$ cat src/rtl/alu_pkg.sv
// Shared definitions for the sequential slice ALU: opcode values, FSM encoding
// and opcode-class helpers used by both the slice and the sequencer.
package alu_pkg;

    localparam logic [3:0] ALU_AND = 4'b0000;
    localparam logic [3:0] ALU_OR  = 4'b0001;
    localparam logic [3:0] ALU_ADD = 4'b0010;
    localparam logic [3:0] ALU_SUB = 4'b0110;
    localparam logic [3:0] ALU_SLT = 4'b0111;
    localparam logic [3:0] ALU_NOR = 4'b1100;

    typedef enum logic [1:0] {
        ST_IDLE = 2'd0,
        ST_RUN  = 2'd1,
        ST_DONE = 2'd2
    } state_t;

    function automatic logic is_arith(input logic [3:0] op);
        return (op == ALU_ADD) || (op == ALU_SUB) || (op == ALU_SLT);
    endfunction

    // SUB/SLT add ~b + 1, so the "+1" enters as the slice-0 carry.
    function automatic logic init_carry(input logic [3:0] op, input logic cin);
        if (op == ALU_ADD) begin
            return cin;
        end
        return (op == ALU_SUB) || (op == ALU_SLT);
    endfunction

endpackage

$ cat src/rtl/alu_slice.sv
// Combinational SLICE-bit ripple slice: logic ops or add with optional b inversion.
// Also exposes the carry into its MSB so the sequencer can form signed overflow.
module alu_slice
    import alu_pkg::*;
#(
    parameter int SLICE = 8
) (
    input  logic [SLICE-1:0] a_s,
    input  logic [SLICE-1:0] b_s,
    input  logic             cin,
    input  logic [3:0]       op,
    output logic [SLICE-1:0] res_s,
    output logic             cout,
    output logic             c_msb_in
);

    logic [SLICE-1:0] b_eff;
    logic [SLICE-1:0] sum;
    logic             carry;

    always_comb begin
        b_eff    = ((op == ALU_SUB) || (op == ALU_SLT)) ? ~b_s : b_s;
        sum      = '0;
        c_msb_in = 1'b0;
        carry    = cin;
        for (int i = 0; i < SLICE; i++) begin
            sum[i] = a_s[i] ^ b_eff[i] ^ carry;
            if (i == SLICE - 1) begin
                c_msb_in = carry;
            end
            carry = (a_s[i] & b_eff[i]) | (a_s[i] & carry) | (b_eff[i] & carry);
        end
        cout = carry;
    end

    always_comb begin
        case (op)
            ALU_AND:                   res_s = a_s & b_s;
            ALU_OR:                    res_s = a_s | b_s;
            ALU_NOR:                   res_s = ~(a_s | b_s);
            ALU_ADD, ALU_SUB, ALU_SLT: res_s = sum;
            default:                   res_s = '0;
        endcase
    end

endmodule

$ cat src/rtl/alu_seq_slice.sv
// Multi-cycle ALU: one alu_slice reused WIDTH/SLICE times, LS slice first,
// with registered inter-slice carry and valid/ready on both sides.
//
// state   | meaning
// IDLE    | in_ready=1, waiting for in_valid; operands captured on accept
// RUN     | one slice per cycle, counter selects slice k
// DONE    | out_valid=1, outputs held until out_ready
module alu_seq_slice
    import alu_pkg::*;
#(
    parameter int WIDTH = 32,
    parameter int SLICE = 8
) (
    input  logic             clk,
    input  logic             reset,
    input  logic             in_valid,
    output logic             in_ready,
    input  logic [WIDTH-1:0] a,
    input  logic [WIDTH-1:0] b,
    input  logic             CarryIn,
    input  logic [3:0]       ALUOp,
    output logic             out_valid,
    input  logic             out_ready,
    output logic [WIDTH-1:0] Result,
    output logic             CarryOut,
    output logic             Overflow,
    output logic             Zero
);

    localparam int N     = WIDTH / SLICE;
    localparam int CNT_W = (N > 1) ? $clog2(N) : 1;
    localparam logic [CNT_W-1:0] LAST = CNT_W'(N - 1);

    state_t state, state_nxt;

    logic [WIDTH-1:0] a_r, b_r, res_r;
    logic [3:0]       op_r;
    logic             carry_r, cout_r, ovf_r;
    logic [CNT_W-1:0] cnt;
    logic [31:0]      base;
    logic             accept;

    logic [SLICE-1:0] s_res;
    logic             s_cout, s_cmsb;

    assign base = 32'(cnt) * 32'(SLICE);

    alu_slice #(.SLICE(SLICE)) u_slice (
        .a_s      (a_r[base +: SLICE]),
        .b_s      (b_r[base +: SLICE]),
        .cin      (carry_r),
        .op       (op_r),
        .res_s    (s_res),
        .cout     (s_cout),
        .c_msb_in (s_cmsb)
    );

    always_ff @(posedge clk) begin
        if (reset) begin
            state <= ST_IDLE;
        end else begin
            state <= state_nxt;
        end
    end

    always_comb begin
        state_nxt = state;
        in_ready  = 1'b0;
        out_valid = 1'b0;
        accept    = 1'b0;
        case (state)
            ST_IDLE: begin
                in_ready = 1'b1;
                accept   = in_valid;
                if (in_valid) begin
                    state_nxt = ST_RUN;
                end
            end
            ST_RUN: begin
                if (cnt == LAST) begin
                    state_nxt = ST_DONE;
                end
            end
            ST_DONE: begin
                out_valid = 1'b1;
                if (out_ready) begin
                    state_nxt = ST_IDLE;
                end
            end
            default: state_nxt = ST_IDLE;
        endcase
    end

    always_ff @(posedge clk) begin
        if (reset) begin
            a_r     <= '0;
            b_r     <= '0;
            op_r    <= ALU_AND;
            carry_r <= 1'b0;
            cnt     <= '0;
            res_r   <= '0;
            cout_r  <= 1'b0;
            ovf_r   <= 1'b0;
        end else if (accept) begin
            a_r     <= a;
            b_r     <= b;
            op_r    <= ALUOp;
            carry_r <= init_carry(ALUOp, CarryIn);
            cnt     <= '0;
            cout_r  <= 1'b0;
            ovf_r   <= 1'b0;
        end else if (state == ST_RUN) begin
            carry_r <= s_cout;
            if (cnt == LAST) begin
                cnt    <= '0;
                cout_r <= ((op_r == ALU_ADD) || (op_r == ALU_SUB)) && s_cout;
                ovf_r  <= is_arith(op_r) && (s_cmsb ^ s_cout);
                // SLT collapses to the sign of (a-b), corrected for overflow.
                if (op_r == ALU_SLT) begin
                    res_r <= WIDTH'(s_res[SLICE-1] ^ s_cmsb ^ s_cout);
                end else begin
                    res_r[base +: SLICE] <= s_res;
                end
            end else begin
                cnt                  <= cnt + 1'b1;
                res_r[base +: SLICE] <= s_res;
            end
        end
    end

    assign Result   = res_r;
    assign CarryOut = cout_r;
    assign Overflow = ovf_r;
    assign Zero     = (state == ST_DONE) && (res_r == '0);

endmodule
$ cat config.mk
export PLATFORM = sky130hd
export DESIGN_NAME = alu_seq_slice
export DESIGN_NICKNAME = d
export VERILOG_FILES = /design/src/rtl/alu_pkg.sv /design/src/rtl/alu_slice.sv /design/src/rtl/alu_seq_slice.sv
export SDC_FILE = /design/constraint.sdc
export NUM_CORES = 1
export LEC_CHECK = 0
export ABC_AREA = 1
export CORE_MARGIN = 10
export CORE_UTILIZATION = 58
export CTS_BUF_LIST = sky130_fd_sc_hd__clkbuf_2
export DETAILED_ROUTE_END_ITERATION = 10
export PLACE_DENSITY = 0.9
export SYNTH_ARGS = -nofsm -noshare
export SYNTH_HDL_FRONTEND = slang
export SYNTH_SLANG_ARGS = --single-unit
$ cat constraint.sdc
create_clock -name clk -period 10.3 [get_ports clk]
set_clock_uncertainty 0.15 [all_clocks]
set_input_delay 1.545 -clock clk [delete_from_list [all_inputs] [get_ports clk]]
set_output_delay 1.545 -clock clk [all_outputs]
set_load 0.03 [all_outputs]
======== Yosys cells after proc, flatten, opt, wreduce, memory -nomap -nowiden ========
Index checks and enable logic that the tools add are counted.
storage, ports and cells
  flip-flop bits (word level) ............. 107
  input bits .............................. 73
  output and inout bits ................... 37
operators by class
  add/subtract/negate cells ............... 2
  equal/unequal tests ..................... 14
  shift-type cells ........................ 4
  muxes and demuxes ....................... 20
  bitwise logic cells ..................... 64
  reductions and logical operators ........ 16
operator list
  kind                                                                     count
  32-bit 2-to-1 mux                                                        2
  32-bit by 6-bit indexed part select with 8-bit output                    2
  5-bit negator with 34-bit output                                         1
  8-bit by 34-bit variable shift with 32-bit output, first input constant  1
  8-bit by 34-bit indexed part select with 32-bit output                   1
  32-bit bitwise mux                                                       1
  32-bit logical NOT                                                       1
  8-bit one-hot mux with 4 select lines                                    1
  1-bit AND                                                                24
  1-bit bitwise XOR                                                        19
  4-bit by 3-bit == test with 1-bit output, second input constant          4
  8-bit inverter                                                           2
  1-bit OR                                                                 16
  1-bit 2-to-1 mux                                                         10
  8-bit AND                                                                1
  4-bit by 2-bit == test with 1-bit output, second input constant          2
  2-bit 2-to-1 mux                                                         4
  8-bit 2-to-1 mux                                                         1
  8-bit OR                                                                 1
  2-bit one-hot mux with 3 select lines                                    1
  2-bit == test, second input constant                                     2
  4-bit by 1-bit == test with 1-bit output, second input constant          1
  4-bit == test, second input constant                                     1
  4-bit logical NOT                                                        1
  13 further kinds                                                         20

======== Logic depth before layout (Yosys ltp) ========
  depth in word-level cells ............... 30
  depth in mapped cells ................... 24
  depth with buffers taken out ............ 22

======== Cells and area by module ========
From an unflattened synthesis, not the netlist that was laid out.
second synthesis, totals
  cells, all modules ...................... 801
  area, all modules ....................... 5,562.8 µm²
by module, submodules not included
  module         times used  cells each  area an instance (µm²)  sequential area each (µm²)
  alu_seq_slice  1           643         4,722.0                 2,142.1
  alu_slice      1           158         840.8                   0.0

======== Least setup slack after synthesis ========
OpenSTA, ideal clock, no wires.
  path kind ............................... register -> register
  start point ............................. register op_r[1]
  end point ............................... register res_r[0] (netlist: Result[0])
  data arrival time ....................... 4.481 ns
  path slack .............................. 5.540 ns
  stages on the path, launching flop included .. 21
  period minus slack after synthesis ...... 4.760 ns
  cell sequence ........................... dfxtp_1 -> inv_2 -> nor3_4 -> xor2_1 -> fa_1 -> fa_1 -> inv_1 -> fa_1 -> fa_1 -> fa_1 -> fa_1 -> fa_1 -> fa_1 -> a21boi_1 -> a21oi_2 -> nand2_2 -> nand2_1 -> nand3_1 -> nand2_1 -> nor2_1 -> nor2_1
on the way
  longest elaborated chain between the ends .. 30
  elaborated cells between the ends (all ways) .. 71
  classes of those cells .................. 5 x eq/ne; 1 x shift; 5 x mux; 57 x bitwise; 3 x reduce/logical
RTL lines
  what                                                                                  line                                                              RTL
  start, declared                                                                       alu_seq_slice.sv:37                                               logic [3:0] op_r;
  start signal, assigned                                                                alu_seq_slice.sv:107                                              op_r <= ALUOp;
  4-bit by 3-bit == test with 1-bit output, on equally long branches                    alu_slice.sv:22, alu_slice.sv:37, alu_seq_slice.sv:119
  1-bit logical OR                                                                      alu_slice.sv:22                                                   b_eff = ((op == ALU_SUB) || (op == ALU_SLT)) ? ~b_s : b_s;
  8-bit 2-to-1 mux                                                                      alu_slice.sv:22
  1-bit AND                                                                             alu_slice.sv:31                                                   carry = (a_s[i] & b_eff[i]) | (a_s[i] & carry) | (b_eff[i] & carry);
  1-bit OR (2 in series)                                                                alu_slice.sv:31
  1-bit AND                                                                             alu_slice.sv:31
  1-bit OR (2 in series)                                                                alu_slice.sv:31
  1-bit AND                                                                             alu_slice.sv:31
  [... 11 more ...]                                                                     --
  1-bit AND                                                                             alu_slice.sv:31
  1-bit OR (2 in series)                                                                alu_slice.sv:31
  1-bit bitwise XOR / 1-bit AND (equally long branches)                                 alu_slice.sv:27, alu_slice.sv:31
  8-bit one-hot mux with 4 select lines / 1-bit OR (equally long branches)              alu_slice.sv:37, alu_slice.sv:31
  8-bit by 34-bit indexed part select with 32-bit output, or another cell as far along  alu_seq_slice.sv:122, alu_seq_slice.sv:126
  32-bit bitwise mux / 1-bit bitwise XOR (equally long branches)                        alu_seq_slice.sv:122, alu_seq_slice.sv:126, alu_seq_slice.sv:120
  32-bit 2-to-1 mux                                                                     alu_seq_slice.sv:119                                              if (op_r == ALU_SLT) begin
  32-bit 2-to-1 mux (*)                                                                 alu_seq_slice.sv:114                                              if (cnt == LAST) begin
  end signal, assigned                                                                  alu_seq_slice.sv:120                                              res_r <= WIDTH'(s_res[SLICE-1] ^ s_cmsb ^ s_cout);
  end signal, assigned by index                                                         alu_seq_slice.sv:122                                              res_r[base +: SLICE] <= s_res;
  end signal, assigned by index                                                         alu_seq_slice.sv:126                                              res_r[base +: SLICE] <= s_res;
  end, declared                                                                         alu_seq_slice.sv:36                                               logic [WIDTH-1:0] a_r, b_r, res_r;
Mark *: on every way between the ends. The rest lies on a longest branch, timed or not.
A chain may end at the register's enable or synchronous reset.

======== Worst setup path after layout ========
  start point ............................. register cnt[0]
  end point ............................... register res_r[15] (netlist: Result[15])
on the way
  longest elaborated chain between the ends .. 30
  elaborated cells between the ends (all ways) .. 66
  classes of those cells .................. 1 x add/sub; 1 x eq/ne; 4 x shift; 5 x mux; 55 x bitwise
RTL lines
  what                                                    line                                        RTL
  start, declared                                         alu_seq_slice.sv:39                         logic [CNT_W-1:0] cnt;
  start signal, assigned                                  alu_seq_slice.sv:125                        cnt <= cnt + 1'b1;
  32-bit by 6-bit indexed part select with 8-bit output   alu_seq_slice.sv:50                         .b_s (b_r[base +: SLICE]),
  8-bit inverter                                          alu_slice.sv:22
  8-bit 2-to-1 mux                                        alu_slice.sv:22
  1-bit AND                                               alu_slice.sv:31
  1-bit OR (2 in series)                                  alu_slice.sv:31
  1-bit AND                                               alu_slice.sv:31
  1-bit OR (2 in series)                                  alu_slice.sv:31
  1-bit AND                                               alu_slice.sv:31
  [... 11 more ...]                                       --
  1-bit AND                                               alu_slice.sv:31
  1-bit OR (2 in series)                                  alu_slice.sv:31
  1-bit bitwise XOR                                       alu_slice.sv:27                             sum[i] = a_s[i] ^ b_eff[i] ^ carry;
  8-bit one-hot mux with 4 select lines                   alu_slice.sv:37                             case (op)
  8-bit by 34-bit indexed part select with 32-bit output  alu_seq_slice.sv:122, alu_seq_slice.sv:126
  32-bit bitwise mux                                      alu_seq_slice.sv:122, alu_seq_slice.sv:126
  32-bit 2-to-1 mux                                       alu_seq_slice.sv:119
  32-bit 2-to-1 mux (*)                                   alu_seq_slice.sv:114
Marks and branches as above.

==> metrics.md <==
| Metric | Value |
|---|---|
| Maxcap violations | `0` |
| EDFF count, synth | `0` |
| Multi-input gate area | `0.00322 mm^2` |
| Starting DRT DRC Count | `453` |
| Critical path origin | `cnt[0]` |
| CTS Buf Count | `9` |
| R2r startpoint | `cnt[0]` |
| Final ANT Viol Nets | `0` |
| CP arrival | `5.80 ns` |
| Worst Setup End Kind | `register` |
| Synthesis warning total | `0` |
| Area growth, synth to finish | `20.5%` |
| Number of global-route vias before repair | `5,408` |
| Worst-margin pin slew | `0.615 ns` |
| ANT cells | `0` |
| Library cells used by synthesis | `38` |
| Utilization after layout | `0.713` |
| DR WL/cell | `13.8 um` |
| Root Driver | `clkbuf_2` |
| Critical Path, Cell by Cell | `buf_4 -> inv_6 -> nand2_1 -> nand3_1 -> nand2_2 -> xor2_1 -> fa_1 -> fa_1 -> inv_1 -> fa_1 -> fa_1 -> fa_1 -> fa_1 -> fa_1 -> fa_1 -> a21boi_1 -> a21oi_2 -> nand2_2 -> nand4_1 -> nand2_1 -> nand2_1 -> a21oi_1` |
| Crit Path Category | `reg2reg` |
| Die ar. | `0.0143 mm^2` |
| Hold-fix buffers, CTS | `0` |
| Layout cells sized above 1 | `0.0954` |
| Max-slew violations | `0` |
| Register Area | `0.00214 mm^2` |
| Worst-path maximum fanout | `53` |
| DRT Wirelength | `14,500 um` |
| Top_reg_cell synth | `dfxtp_1` |
| WP buf/inv | `3` |
| Slowest-stage cell, CP | `fa_1` |
| Sequential share of the synthesized area | `0.374` |
| FMAX | `183 MHz` |
| Reg clk slew, reported paths | `0.26 ns` |
| Tot GR Track Use | `0.202` |
| CTS sink cnt | `107` |
| Most numerous cell on the critical path | `fa_1` |
| CTS tree | `built` |
| DR DRC count | `0` |
| Max incr delay on CP | `0.49 ns` |
| Flop2flop setup slack | `4.85 ns` |
| Post-CTS setup buffers | `0` |
| Final Hold Fails | `0` |
| Total Nets Final | `1,004` |
| Area of the core | `0.00968 mm^2` |
| Reg-to-reg endpoint | `Result[15]` |
| Async SR Flop Fraction | `0` |
| Die Ht | `119 um` |
| Initial Util | `0.592` |
| CP Launch Type | `register` |
| Filler Cell Count | `793` |
| Syn_area_per_cell | `6.85 um^2` |
| Largest net degree at the start of global routing | `75` |
| Resized cells post-CTS | `0` |
| DRT Pass-1 Iters | `5` |
| Antenna violations before repair | `0` |
| Post-Synthesis Cells | `837` |
| PwrDens | `122 mW/mm^2` |
| CP delay by family, top | `adder cells` |
| CTS max path bufs | `2` |
| Dpl hpwl | `10,900 um` |
| Setup TNS | `0 ns` |
| Worst Path Required | `10.64 ns` |
| IO buf count | `109` |
| Slew HR | `0.590` |
| RSZ-0062 raised after global routing | `no` |
| Gr ovfl total | `0` |
| Crit share post-route | `0.529` |
| Most frequent cells in the layout | `nand2_1, nor2_1, clkdlybuf4s50_1` |
| Fin crit period | `5.45 ns` |
| Leak | `0.00280 uW` |
| Row cnt | `36` |
| Ports | `110` |
| Synth Net Count | `924` |
| Die W | `119 um` |
| FF+latch count, synth | `107` |
| First-pass GRT wire length | `24,800 um` |
| Peak supply drop | `0.0725 mV` |
| Placer congestion estimate | `0.929` |
| Worst Hold Class | `reg2reg` |
| Commonest non-fill, non-tap cell in the layout | `nand2_1` |
| Critical path endpoint | `Result[15]` |
| Setup Viol. Count Final | `0` |
| H-Tree Depth | `3` |
| Vias | `5,696` |
| R2R depth | `22` |
| Mapped Area | `0.00573 mm^2` |
| Status | `finished clean` |
| Vias/cell | `5.40` |
| WP depth | `22` |
| Worst-Skew Late Latency | `0.56 ns` |
[sequential cells by signal, indices dropped and copies added, names as in the netlist]
name / cells
b_r: 32
cnt: 2
Result: 32
Overflow: 1
state: 2
op_r: 4
CarryOut: 1
a_r: 32
carry_r: 1
[cell families after synthesis]
logic type / Yosys count / synth area share
AND/OR/NAND/NOR: 490 / 0.376
AO/OA/AOI/OAI: 139 / 0.131
adder cells (fa/ha/maj): 14 / 0.0410
buffers and inverters: 78 / 0.0655
XOR/XNOR: 9 / 0.0138
flip-flops: 107 / 0.374
[tightest hold or removal path, cell delays in order, from the launching register on]
cell     delay [ns]
dfxtp_1        0.37
nor2_1         0.09
nor2_1         0.05
[synthesized netlist by cell type (2+ instances only)]
master    instances  area, um^2
nand2_2          29         181
inv_2             7        26.3
a21boi_1          6        45.0
a21oi_2           9        78.8
nor3_4            2        32.5
clkinv_1          2        7.51
buf_6             6        67.6
nand4_1          17         106
inv_6             2        17.5
buf_4             2        15.0
o21ai_0          68         340
nor2_2            2        12.5
fa_1              8         160
nand3_2          10         100
or4_1             2        15.0
a21oi_1          44         220
clkbuf_1         25        93.8
dfxtp_1         107        2140
nand2_1         218         818
buf_2             7        35.0
inv_1            21        78.8
buf_1             5        18.8
xor2_1            2        17.5
nor4_1            6        37.5
nand3_1          34         170
nor3_1            2        10.0
o21ai_1          10        50.1
ha_1              6        75.1
nor2_1          163         612
xnor2_1           7        61.3
[worst min path at each step]
| stage | startpoint | to | slack, ns | depth (start not counted) |
|---|---|---|---|---|
| floorplan | a_r[10] | a_r[10] | 0.30 | 2 |
| global placement | a_r[24] | a_r[24] | 0.31 | 2 |
| detailed placement | a_r[28] | a_r[28] | 0.33 | 2 |
| CTS | a_r[31] | a_r[31] | 0.36 | 2 |
| global route | b_r[20] | b_r[20] | 0.38 | 2 |
| finish | b_r[20] | b_r[20] | 0.36 | 2 |
[where the power goes]
part           internal [uW]  switching (uW)  total (uW)
registers                440            16.7         457
logic                   75.5             114         189
clock network           57.9             136         194
[routing by layer]
layer  up-vias  share of wire  GRT usage
met3        37          0.069     0.0520
li1       2869              -          -
met4         0          0.026     0.0769
met1      2593           0.42      0.240
met2       197           0.49      0.342
met5         -              0          0
[final cells by class]
class,count,share of cell area
multi-input cells,652,0.466
flip-flops and latches,107,0.310
repair buffers,115,0.164
well taps,133,0.0241
inverters,32,0.0188
clock inverters,6,0.00942
clock buffers,10,0.00724
[stage by stage]
| stage | instances | hold slack [ns] | setup WS [ns] | total power [uW] | cell area (um^2) |
|---|---|---|---|---|---|
| 2_1_floorplan | 837 | 0.305 | 5.54 | 593 | 5730 |
| 3_3_place_gp | 1039 | 0.314 | 5.06 | 647 | 6790 |
| 3_5_place_dp | 1039 | 0.325 | 4.96 | 653 | 6790 |
| 4_1_cts | 1055 | 0.361 | 4.90 | 842 | 6910 |
| 5_1_grt | 1055 | 0.379 | 4.47 | 890 | 6910 |
| 6_report | 1055 | 0.358 | 4.85 | 840 | 6910 |
(Power assumes the default switching activity.)
